## config.mk

```make
export PLATFORM = sky130hd
export DESIGN_NAME = alu_arbiter
export DESIGN_NICKNAME = d
export VERILOG_FILES = /design/src/rtl/alu_arb_pkg.sv /design/src/rtl/alu_arbiter_rr_arb2.sv /design/src/rtl/alu_arbiter.sv
export SDC_FILE = /design/constraint.sdc
export NUM_CORES = 1
export LEC_CHECK = 0
export ABC_AREA = 0
export ABC_CLOCK_PERIOD_IN_PS = 1500
export BUFFER_PORTS_ARGS = -buffer_cell sky130_fd_sc_hd__clkbuf_2
export CAP_MARGIN = 15
export CORE_ASPECT_RATIO = 0.5
export CORE_MARGIN = 1
export CORE_UTILIZATION = 44
export DETAILED_ROUTE_END_ITERATION = 8
export GPL_TIMING_DRIVEN = 0
export PLACE_DENSITY = 0.92
export SLEW_MARGIN = 15
export SYNTH_ARGS = -nofsm -noshare
export SYNTH_HDL_FRONTEND = slang
export SYNTH_SLANG_ARGS = --single-unit
```

## constraint.sdc

```tcl
create_clock -name clk -period 1.5 [get_ports clk]
set_input_delay 0.15 -clock clk [delete_from_list [all_inputs] [get_ports clk]]
set_output_delay 0.15 -clock clk [all_outputs]
set_load 0.1 [all_outputs]
```

## src/rtl/alu_arb_pkg.sv

```systemverilog
// ---------------------------------------------------------------------------
// alu_arb_pkg
// Shared definitions for the ALU arbiter slice:
//   - state_t       : arbiter sequencing states (IDLE, EXEC, RESP)
//   - ALU_*         : ALUControl encodings understood by the shared alu
//   - FLAG_*        : bit positions inside the 4-bit {N,Z,C,V} flag vector
//   - idx_to_onehot : maps a requester index to its one-hot bit pair
// ---------------------------------------------------------------------------
package alu_arb_pkg;

  typedef enum logic [1:0] {
    IDLE = 2'd0,
    EXEC = 2'd1,
    RESP = 2'd2
  } state_t;

  localparam logic [1:0] ALU_ADD = 2'b00;
  localparam logic [1:0] ALU_SUB = 2'b01;
  localparam logic [1:0] ALU_AND = 2'b10;
  localparam logic [1:0] ALU_ORR = 2'b11;

  localparam int FLAG_N = 3;
  localparam int FLAG_Z = 2;
  localparam int FLAG_C = 1;
  localparam int FLAG_V = 0;

  function automatic logic [1:0] idx_to_onehot(input logic idx);
    return idx ? 2'b10 : 2'b01;
  endfunction

endpackage

```

## src/rtl/alu_arbiter_rr_arb2.sv

```systemverilog
// ---------------------------------------------------------------------------
// rr_arb2
// Combinational two-way round-robin pick.
// Ports:
//   req        [1:0] in  : request bits
//   last             in  : index of the requester served most recently
//   gnt_onehot [1:0] out : one-hot grant, all-zero when nothing requests
//   gnt_idx          out : index of the picked requester (0 when idle)
// ---------------------------------------------------------------------------
module rr_arb2
  import alu_arb_pkg::*;
(
  input  logic [1:0] req,
  input  logic       last,
  output logic [1:0] gnt_onehot,
  output logic       gnt_idx
);

  always_comb begin
    gnt_idx = 1'b0;
    case (req)
      2'b01:   gnt_idx = 1'b0;
      2'b10:   gnt_idx = 1'b1;
      // Contention: the requester that was not served last goes first.
      2'b11:   gnt_idx = ~last;
      default: gnt_idx = 1'b0;
    endcase
  end

  // Masking with req keeps the one-hot vector clear when nobody asks.
  genvar gi;
  generate
    for (gi = 0; gi < 2; gi++) begin : g_onehot
      assign gnt_onehot[gi] = req[gi] & (gnt_idx == 1'(gi));
    end
  endgenerate

endmodule

```

## src/rtl/alu_arbiter.sv

```systemverilog
// ---------------------------------------------------------------------------
// alu_arbiter
// Shares one external combinational alu between two requesters. Each
// requester has a valid/ready request channel and a valid/ready response
// channel. A three-state FSM (IDLE -> EXEC -> RESP) accepts one operation,
// lets the alu evaluate the latched operands for a cycle, then holds the
// result until the granted requester consumes it. Ties are broken
// round-robin; after reset requester 0 wins first.
//
// Ports:
//   clk, reset               : clock; synchronous active-low reset
//   req_valid/req_ready [1:0]: request handshake, bit i = requester i
//   req{0,1}_srca/srcb/ctrl  : per-requester operands and ALUControl
//   resp_valid/resp_ready    : response handshake, bit i = requester i
//   resp_result, resp_flags  : shared result bus and {N,Z,C,V}
//   alu_srca/srcb/ctrl       : operands to the external alu
//   alu_result, alu_flags    : outputs of the external alu
//   grant_cnt0/1 [15:0]      : saturating accept counters, present only
//                              when ALU_ARB_PERF_EN is defined
// ---------------------------------------------------------------------------
module alu_arbiter
  import alu_arb_pkg::*;
#(
  parameter int WIDTH = 32
) (
  input  logic             clk,
  input  logic             reset,
  input  logic [1:0]       req_valid,
  output logic [1:0]       req_ready,
  input  logic [WIDTH-1:0] req0_srca,
  input  logic [WIDTH-1:0] req0_srcb,
  input  logic [1:0]       req0_ctrl,
  input  logic [WIDTH-1:0] req1_srca,
  input  logic [WIDTH-1:0] req1_srcb,
  input  logic [1:0]       req1_ctrl,
  output logic [1:0]       resp_valid,
  input  logic [1:0]       resp_ready,
  output logic [WIDTH-1:0] resp_result,
  output logic [3:0]       resp_flags,
  output logic [WIDTH-1:0] alu_srca,
  output logic [WIDTH-1:0] alu_srcb,
  output logic [1:0]       alu_ctrl,
  input  logic [WIDTH-1:0] alu_result,
  input  logic [3:0]       alu_flags
`ifdef ALU_ARB_PERF_EN
  ,
  output logic [15:0]      grant_cnt0,
  output logic [15:0]      grant_cnt1
`endif
);

  state_t           state_reg, state_next;
  logic [WIDTH-1:0] opa_reg, opb_reg, res_reg;
  logic [1:0]       opc_reg;
  logic [3:0]       flags_reg;
  logic             gnt_reg, last_reg;

  logic [1:0]       pick_onehot;
  logic             pick_idx;
  logic             accept, resp_done;

  rr_arb2 u_rr (
    .req        (req_valid),
    .last       (last_reg),
    .gnt_onehot (pick_onehot),
    .gnt_idx    (pick_idx)
  );

  always_comb begin
    state_next = state_reg;
    req_ready  = 2'b00;
    resp_valid = 2'b00;
    accept     = 1'b0;
    resp_done  = 1'b0;
    case (state_reg)
      IDLE: begin
        // pick_onehot is already qualified by req_valid, so a nonzero
        // ready is exactly the handshake.
        req_ready = pick_onehot;
        if (|pick_onehot) begin
          accept     = 1'b1;
          state_next = EXEC;
        end
      end
      EXEC: state_next = RESP;
      RESP: begin
        resp_valid = idx_to_onehot(gnt_reg);
        // Only the granted requester's ready matters here.
        if (resp_ready[gnt_reg]) begin
          resp_done  = 1'b1;
          state_next = IDLE;
        end
      end
      default: state_next = IDLE;
    endcase
  end

  always_ff @(posedge clk) begin
    if (!reset) begin
      state_reg <= IDLE;
      opa_reg   <= '0;
      opb_reg   <= '0;
      opc_reg   <= 2'b00;
      res_reg   <= '0;
      flags_reg <= 4'b0000;
      gnt_reg   <= 1'b0;
      last_reg  <= 1'b1;
    end else begin
      state_reg <= state_next;
      if (accept) begin
        opa_reg <= pick_idx ? req1_srca : req0_srca;
        opb_reg <= pick_idx ? req1_srcb : req0_srcb;
        opc_reg <= pick_idx ? req1_ctrl : req0_ctrl;
        gnt_reg <= pick_idx;
      end
      // The alu has had a full cycle on the latched operands by now.
      if (state_reg == EXEC) begin
        res_reg   <= alu_result;
        flags_reg <= alu_flags;
      end
      if (resp_done) begin
        last_reg <= gnt_reg;
      end
    end
  end

  assign alu_srca    = opa_reg;
  assign alu_srcb    = opb_reg;
  assign alu_ctrl    = opc_reg;
  assign resp_result = res_reg;
  assign resp_flags  = flags_reg;

`ifdef ALU_ARB_PERF_EN
  genvar gi;
  generate
    for (gi = 0; gi < 2; gi++) begin : g_cnt
      logic [15:0] cnt_reg;
      always_ff @(posedge clk) begin
        if (!reset) begin
          cnt_reg <= 16'd0;
        end else if (accept && (pick_idx == 1'(gi)) && (cnt_reg != 16'hFFFF)) begin
          cnt_reg <= cnt_reg + 16'd1;
        end
      end
    end
  endgenerate

  assign grant_cnt0 = g_cnt[0].cnt_reg;
  assign grant_cnt1 = g_cnt[1].cnt_reg;
`endif

endmodule
```

* Yosys cells after proc, flatten, opt, wreduce, memory -nomap -nowiden
Cells that the tools add are included.
Storage, ports and cells: bits in registers 106, bits of input ports 174, output and inout port bits 106, word-level logic and storage cells 38
Cells by class: magnitude comparators 1, equality and inequality tests 6, muxes and demuxes 16, bitwise operators 4, reductions and logical operators 3
Operator list (number):
- 2-to-1 mux 32 bit | 2
- 2-to-1 mux 2 bit | 6
- == test 2 bit, second input constant | 3
- 2-to-1 mux 1 bit | 6
- one-hot mux 2 bit (3 select lines) | 1
- != test 2 bit, second input constant | 2
- AND 1 bit | 2
- == test 2 x 1 -> 1 bit, second input constant | 1
- logical NOT 2 bit | 1
- < comparator 1 x 2 -> 1 bit, second input constant | 1
- NOT 1 bit | 2
- one-hot mux 1 bit (2 select lines) | 1
- AND reduction 2 bit | 1
- OR reduction 2 bit | 1

* Logic depth before layout (Yosys ltp)
depth after elaboration 7, depth in mapped cells 6, depth with buffers taken out 3

* Hierarchy
From an unflattened synthesis, not the netlist that was laid out.
Second synthesis, totals: cell total of the unflattened synthesis 488, area total of the unflattened synthesis 4673.2 sq um
Modules (own cells, without submodules):
- alu_arbiter | times used 1, cells each 484, area each 4647.0 sq um, sequential area each 2122.0 sq um
- rr_arb2 | times used 1, cells each 4, area each 26.3 sq um, sequential area each 0.0 sq um

* Worst setup path after synthesis
No wires, ideal clock.
path type register to register, start register last_reg, end register gnt_reg, library setup time 0.067 ns, arrival 3.151 ns, required time 1.433 ns, setup slack -1.718 ns, cell stages (with the launch flop) 6, path buffers 2, period minus slack after synthesis 3.218 ns, path through dfxtp_1 > a21bo_2 > buf_2 > buf_4 > nor3_1 > o21a_1
On the way: word-level cells in the longest chain between the ends 7, elaborated cells between the ends (all ways) 8, those cells by class mux: 3; bitwise: 4; reduce/logical: 1
RTL lines:
- start: declaration | RTL line alu_arbiter.sv:56 | logic gnt_reg, last_reg;
- start signal: assignment | RTL line alu_arbiter.sv:122 | last_reg <= gnt_reg;
- NOT 1 bit (*) | RTL line alu_arbiter_rr_arb2.sv:25 | 2'b11: gnt_idx = ~last;
- one-hot mux 1 bit (2 select lines) (*) | RTL line alu_arbiter_rr_arb2.sv:21 | case (req)
- NOT 1 bit | RTL line alu_arbiter_rr_arb2.sv:34 | assign gnt_onehot[gi] = req[gi] & (gnt_idx == 1'(gi));
- AND 1 bit | RTL line alu_arbiter_rr_arb2.sv:34
- OR reduction 2 bit | RTL line alu_arbiter.sv:80 | if (|pick_onehot) begin
- 2-to-1 mux 1 bit | RTL line alu_arbiter.sv:80
- 2-to-1 mux 1 bit | RTL line alu_arbiter.sv:75 | case (state_reg)
- end signal: assignment | RTL line alu_arbiter.sv:114 | gnt_reg <= pick_idx;
- end: declaration | RTL line alu_arbiter.sv:56
Mark *: on every way between the ends. The rest lies on a longest branch, timed or not. A chain may end at the register's enable or synchronous reset.

* Worst setup path after layout
start register last_reg, end output port req_ready[0]
On the way: word-level cells in the longest chain between the ends 5
RTL lines:
- NOT 1 bit | RTL line alu_arbiter_rr_arb2.sv:25
- one-hot mux 1 bit (2 select lines) | RTL line alu_arbiter_rr_arb2.sv:21
- NOT 1 bit | RTL line alu_arbiter_rr_arb2.sv:34
- AND 1 bit | RTL line alu_arbiter_rr_arb2.sv:34
- 2-to-1 mux 2 bit | RTL line alu_arbiter.sv:75
- end: declaration | RTL line alu_arbiter.sv:29 | output logic [1:0] req_ready,
Every way passes these cells.

==> impl_results.md <==
- Total gr overflow: 0
- CP Cell Sequence: a21bo_4 -> buf_8 -> buf_6 -> and3_4 -> clkbuf_16
- H-Tree Depth: 3
- Smallest hold slack: 32.4 ps
- Final Non-Filler Cells: 997
- WL final: 15200 um
- Worst slew pin tran: 703 ps
- Initial antenna violation count: 0
- Worst r2r src: state_reg[0]$_SDFFE_PN0P_
- Post-Synth XOR/XNOR Area: 0%
- Initial Utilization: 45.5%
- Fmax: 0.604 GHz
- Die width: 148 um
- Sequential share of the synthesized area: 45.6%
- Placed cells: 977
- Detailed Route Iter0 Violations: 316
- Worst-case reg-to-reg path depth: 6
- Sequential share of power: 34.1%
- Cell variety after synth: 27
- Setup crit start kind: register
- Mapped Cells: 558
- First-pass GRT wire length: 22800 um
- Rows: 26
- Pre-CTS setup slack: -592 ps
- Post-route clock period utilization: 110%
- I/O Buffers: 279
- Worst slew margin: 53.2%
- Max stage delay on crit path: 350 ps
- CTS tree: yes
- Pleak: 3.15 nW
- Synth Area in Simple Gates: 18.4%
- Seq cells post-synth: 106
- Syn_area_per_cell: 8.35 um2
- WHS Endpoint: resp_result[27]$_SDFFE_PN0N_
- Hold Startpoint: alu_result[27]
- Final Wtd Congestion: 0.896
- Final Skew: 5.49 ps
- CTS Buf Count: 9
- Cts hold-fix bufs: 0
- Fraction of the mapped netlist area in compound gates: 29.9%
- Drt wl/cell: 15.3 um
- Antenna cells: 0
- Clock Tree Buf Depth: 2
- Vias: 5319
- DRC errors left: 0
- Worst Hold Class: primary input to register
- Comb power frac: 40.7%
- Max Cap Viol: 0
- Mapped Nets: 732
- R2R setup slack: 60 ps
- Clock power share: 25.2%
- P_sw: 4.30 mW
- Clock Pin Slew Worst Setup and Hold Paths: 70 ps
- Final hold violations: 0
- CP endpoint kind: output pin
- Worst skew pair latency: 330 ps
- Share of layout cells above drive strength 1: 45.9%
- Fill cell count: 883
- Ports: 280
- Worst-path fanout max: 4
- Critical-path top delay cell: dfxtp_2
- Final Critical Period: 1660 ps
- Largest family of logic cells by synthesized area: compound AO/OA/AOI/OAI gates
- # nets final: 1026
- Failing checks: negative setup slack
- Cell area after synthesis: 4660 um2
- Final WS setup: -156 ps
- Core footprint: 10200 um2
- CP Class: register to output pin
- Status: finished with violations
- Vias in the first global route: 4744
- Worst hold path stage count: 3
- Arrival time worst endpoint: 1510 ps
- Die area: 11000 um2
- Post-Synth Adder-Cell Area: 0%
- Pins over their slew limit: 0
- Post-DP HPWL: 11500 um
- Peak VDD IR: 724 uV
- Die Span Y: 74.8 um
- Synth warn: 0
- RR Endpoint: alu_srcb[2]$_SDFFE_PN0P_
- Pin count of the biggest net entering global routing: 20
- Sw Share: 44.5%
- Final Setup Violations: 2
- Pwr/cell area: 1430 nW/um2
- Via density: 5.34
- Internal power: 5.37 mW
- Post-route ant nets: 0
- Clock sinks: 106
- Layout area overhead: 45.1%
- Clock Tree Root: clkbuf_16
- Fin area: 6760 um2
- Placed cell areas: 6250 um2
- Critical Path RT: 1350 ps
- Total iterations of the first detailed-routing run: 5
- GR Util All Layers: 26.1%
- Post-synthesis mux area share: 0%
- RSZ-0062 raised after global routing: yes
[through the flow]
step	power (mW)	TNS (ps)	utilization (%)
5_1_grt	10.0	-393	66.0
2_1_floorplan	6.40	-541	-
6_report	9.67	-312	66.0
4_1_cts	9.66	-265	65.4
3_3_place_gp	7.13	-8680	61.0
3_5_place_dp	7.18	-10430	61.0
[kinds of logic after synthesis]
kind of cell / Yosys count
AND/OR/NAND/NOR: 220
AO/OA/AOI/OAI: 175
flip-flops: 106
buffers and inverters: 57
[worst max path at each step]
stage	from	slack, ps	depth (start not counted)	end
2_1_floorplan	last_reg$_SDFFE_PN1P_	-310	5	gnt_reg$_SDFFE_PN0P_
3_3_place_gp	state_reg[1]$_SDFFE_PN0P_	-570	5	req_ready[0]
3_5_place_dp	state_reg[1]$_SDFFE_PN0P_	-590	5	req_ready[0]
4_1_cts	last_reg$_SDFFE_PN1P_	-160	5	req_ready[0]
5_1_grt	last_reg$_SDFFE_PN1P_	-190	4	req_ready[1]
6_report	last_reg$_SDFFE_PN1P_	-160	5	req_ready[0]
[placed cells by master, fill, tap and decap left out, types with 2 or more instances in the layout]
cell type / synthesis / routed
a21oi_1: 103 / 103
a311oi_1: 26 / 25
a311oi_2: 40 / 41
buf_1: 3 / 3
buf_2: 19 / 14
buf_4: 3 / 8
buf_6: 5 / 4
buf_8: 0 / 5
clkbuf_1: 26 / 11
clkbuf_16: 0 / 12
clkbuf_2: 0 / 287
clkbuf_4: 0 / 4
clkbuf_8: 0 / 2
clkinv_4: 0 / 2
clkinvlp_4: 0 / 2
dfxtp_1: 106 / 103
dfxtp_2: 0 / 2
nand2_1: 205 / 205
nand2b_1: 3 / 3
[critical path, delay by kind of cell, from the launching register on]
kind	cells	cell delay, ps
buf+inv	3	430
compound gates	1	230
flops	1	350
simple gates	1	160
[final cells by class]
| class | instances | area, um2 | share of cell area, % |
|---|---|---|---|
| buffer | 54 | 337 | 4.98 |
| multi-input combinational | 395 | 2290 | 33.9 |
| tap | 140 | 175 | 2.59 |
| clock buffer | 11 | 253 | 3.74 |
| inverter | 1 | 3.75 | 0.0555 |
| timing repair buffer | 285 | 1510 | 22.3 |
| sequential | 106 | 2130 | 31.5 |
| clock inverter | 5 | 62.6 | 0.925 |
[power groups by stage]
stage          combinational, mW  sequential (mW)  clock [mW]
6_report                    3.93             3.30        2.44
5_1_grt                     4.11             3.33        2.58
4_1_cts                     3.90             3.29        2.47
3_5_place_dp                3.83             3.35           0
3_3_place_gp                3.79             3.34           0
2_1_floorplan               1.01             5.39           0
[synth_stat cells]
library cell | instances | share of area, %
o21a_1 | 1 | 0.16
and2_4 | 1 | 0.19
a21oi_1 | 103 | 11
nor3_1 | 1 | 0.11
and3_1 | 2 | 0.27
a21boi_0 | 1 | 0.16
and2_1 | 1 | 0.13
a21bo_2 | 1 | 0.21
buf_1 | 3 | 0.24
nand2b_1 | 3 | 0.40
a311oi_1 | 26 | 4.9
a21boi_2 | 1 | 0.24
nand2_1 | 205 | 17
nor2_2 | 1 | 0.13
nor2b_1 | 2 | 0.27
or2_1 | 1 | 0.13
dfxtp_1 | 106 | 46
a31oi_1 | 1 | 0.13
buf_2 | 19 | 2.0
o21ai_0 | 1 | 0.11
buf_4 | 3 | 0.48
clkbuf_1 | 26 | 2.1
nor2_1 | 2 | 0.16
a311oi_2 | 40 | 13
inv_1 | 1 | 0.081
nand3_1 | 1 | 0.11
buf_6 | 5 | 1.2
[timing repair]
| action | in CTS | in global routing |
|---|---|---|
| pin swaps | 2 | 1 |
| setup endpoints to repair | 71 | 51 |
| buffers inserted | 5 | 1 |
| gates resized for setup | 33 | 25 |
| gates cloned | 0 | 0 |
[metal layers]
| metal | track usage (%) | wire, um | part of all wire, % |
|---|---|---|---|
| met3 | 5.03 | 720 | 4.7 |
| met5 | 0 | 0 | 0 |
| met2 | 45.4 | 7540 | 50 |
| met4 | 9.39 | 393 | 2.6 |
| met1 | 33.1 | 6550 | 43 |
Note: power is estimated with default switching activity, not from simulation.
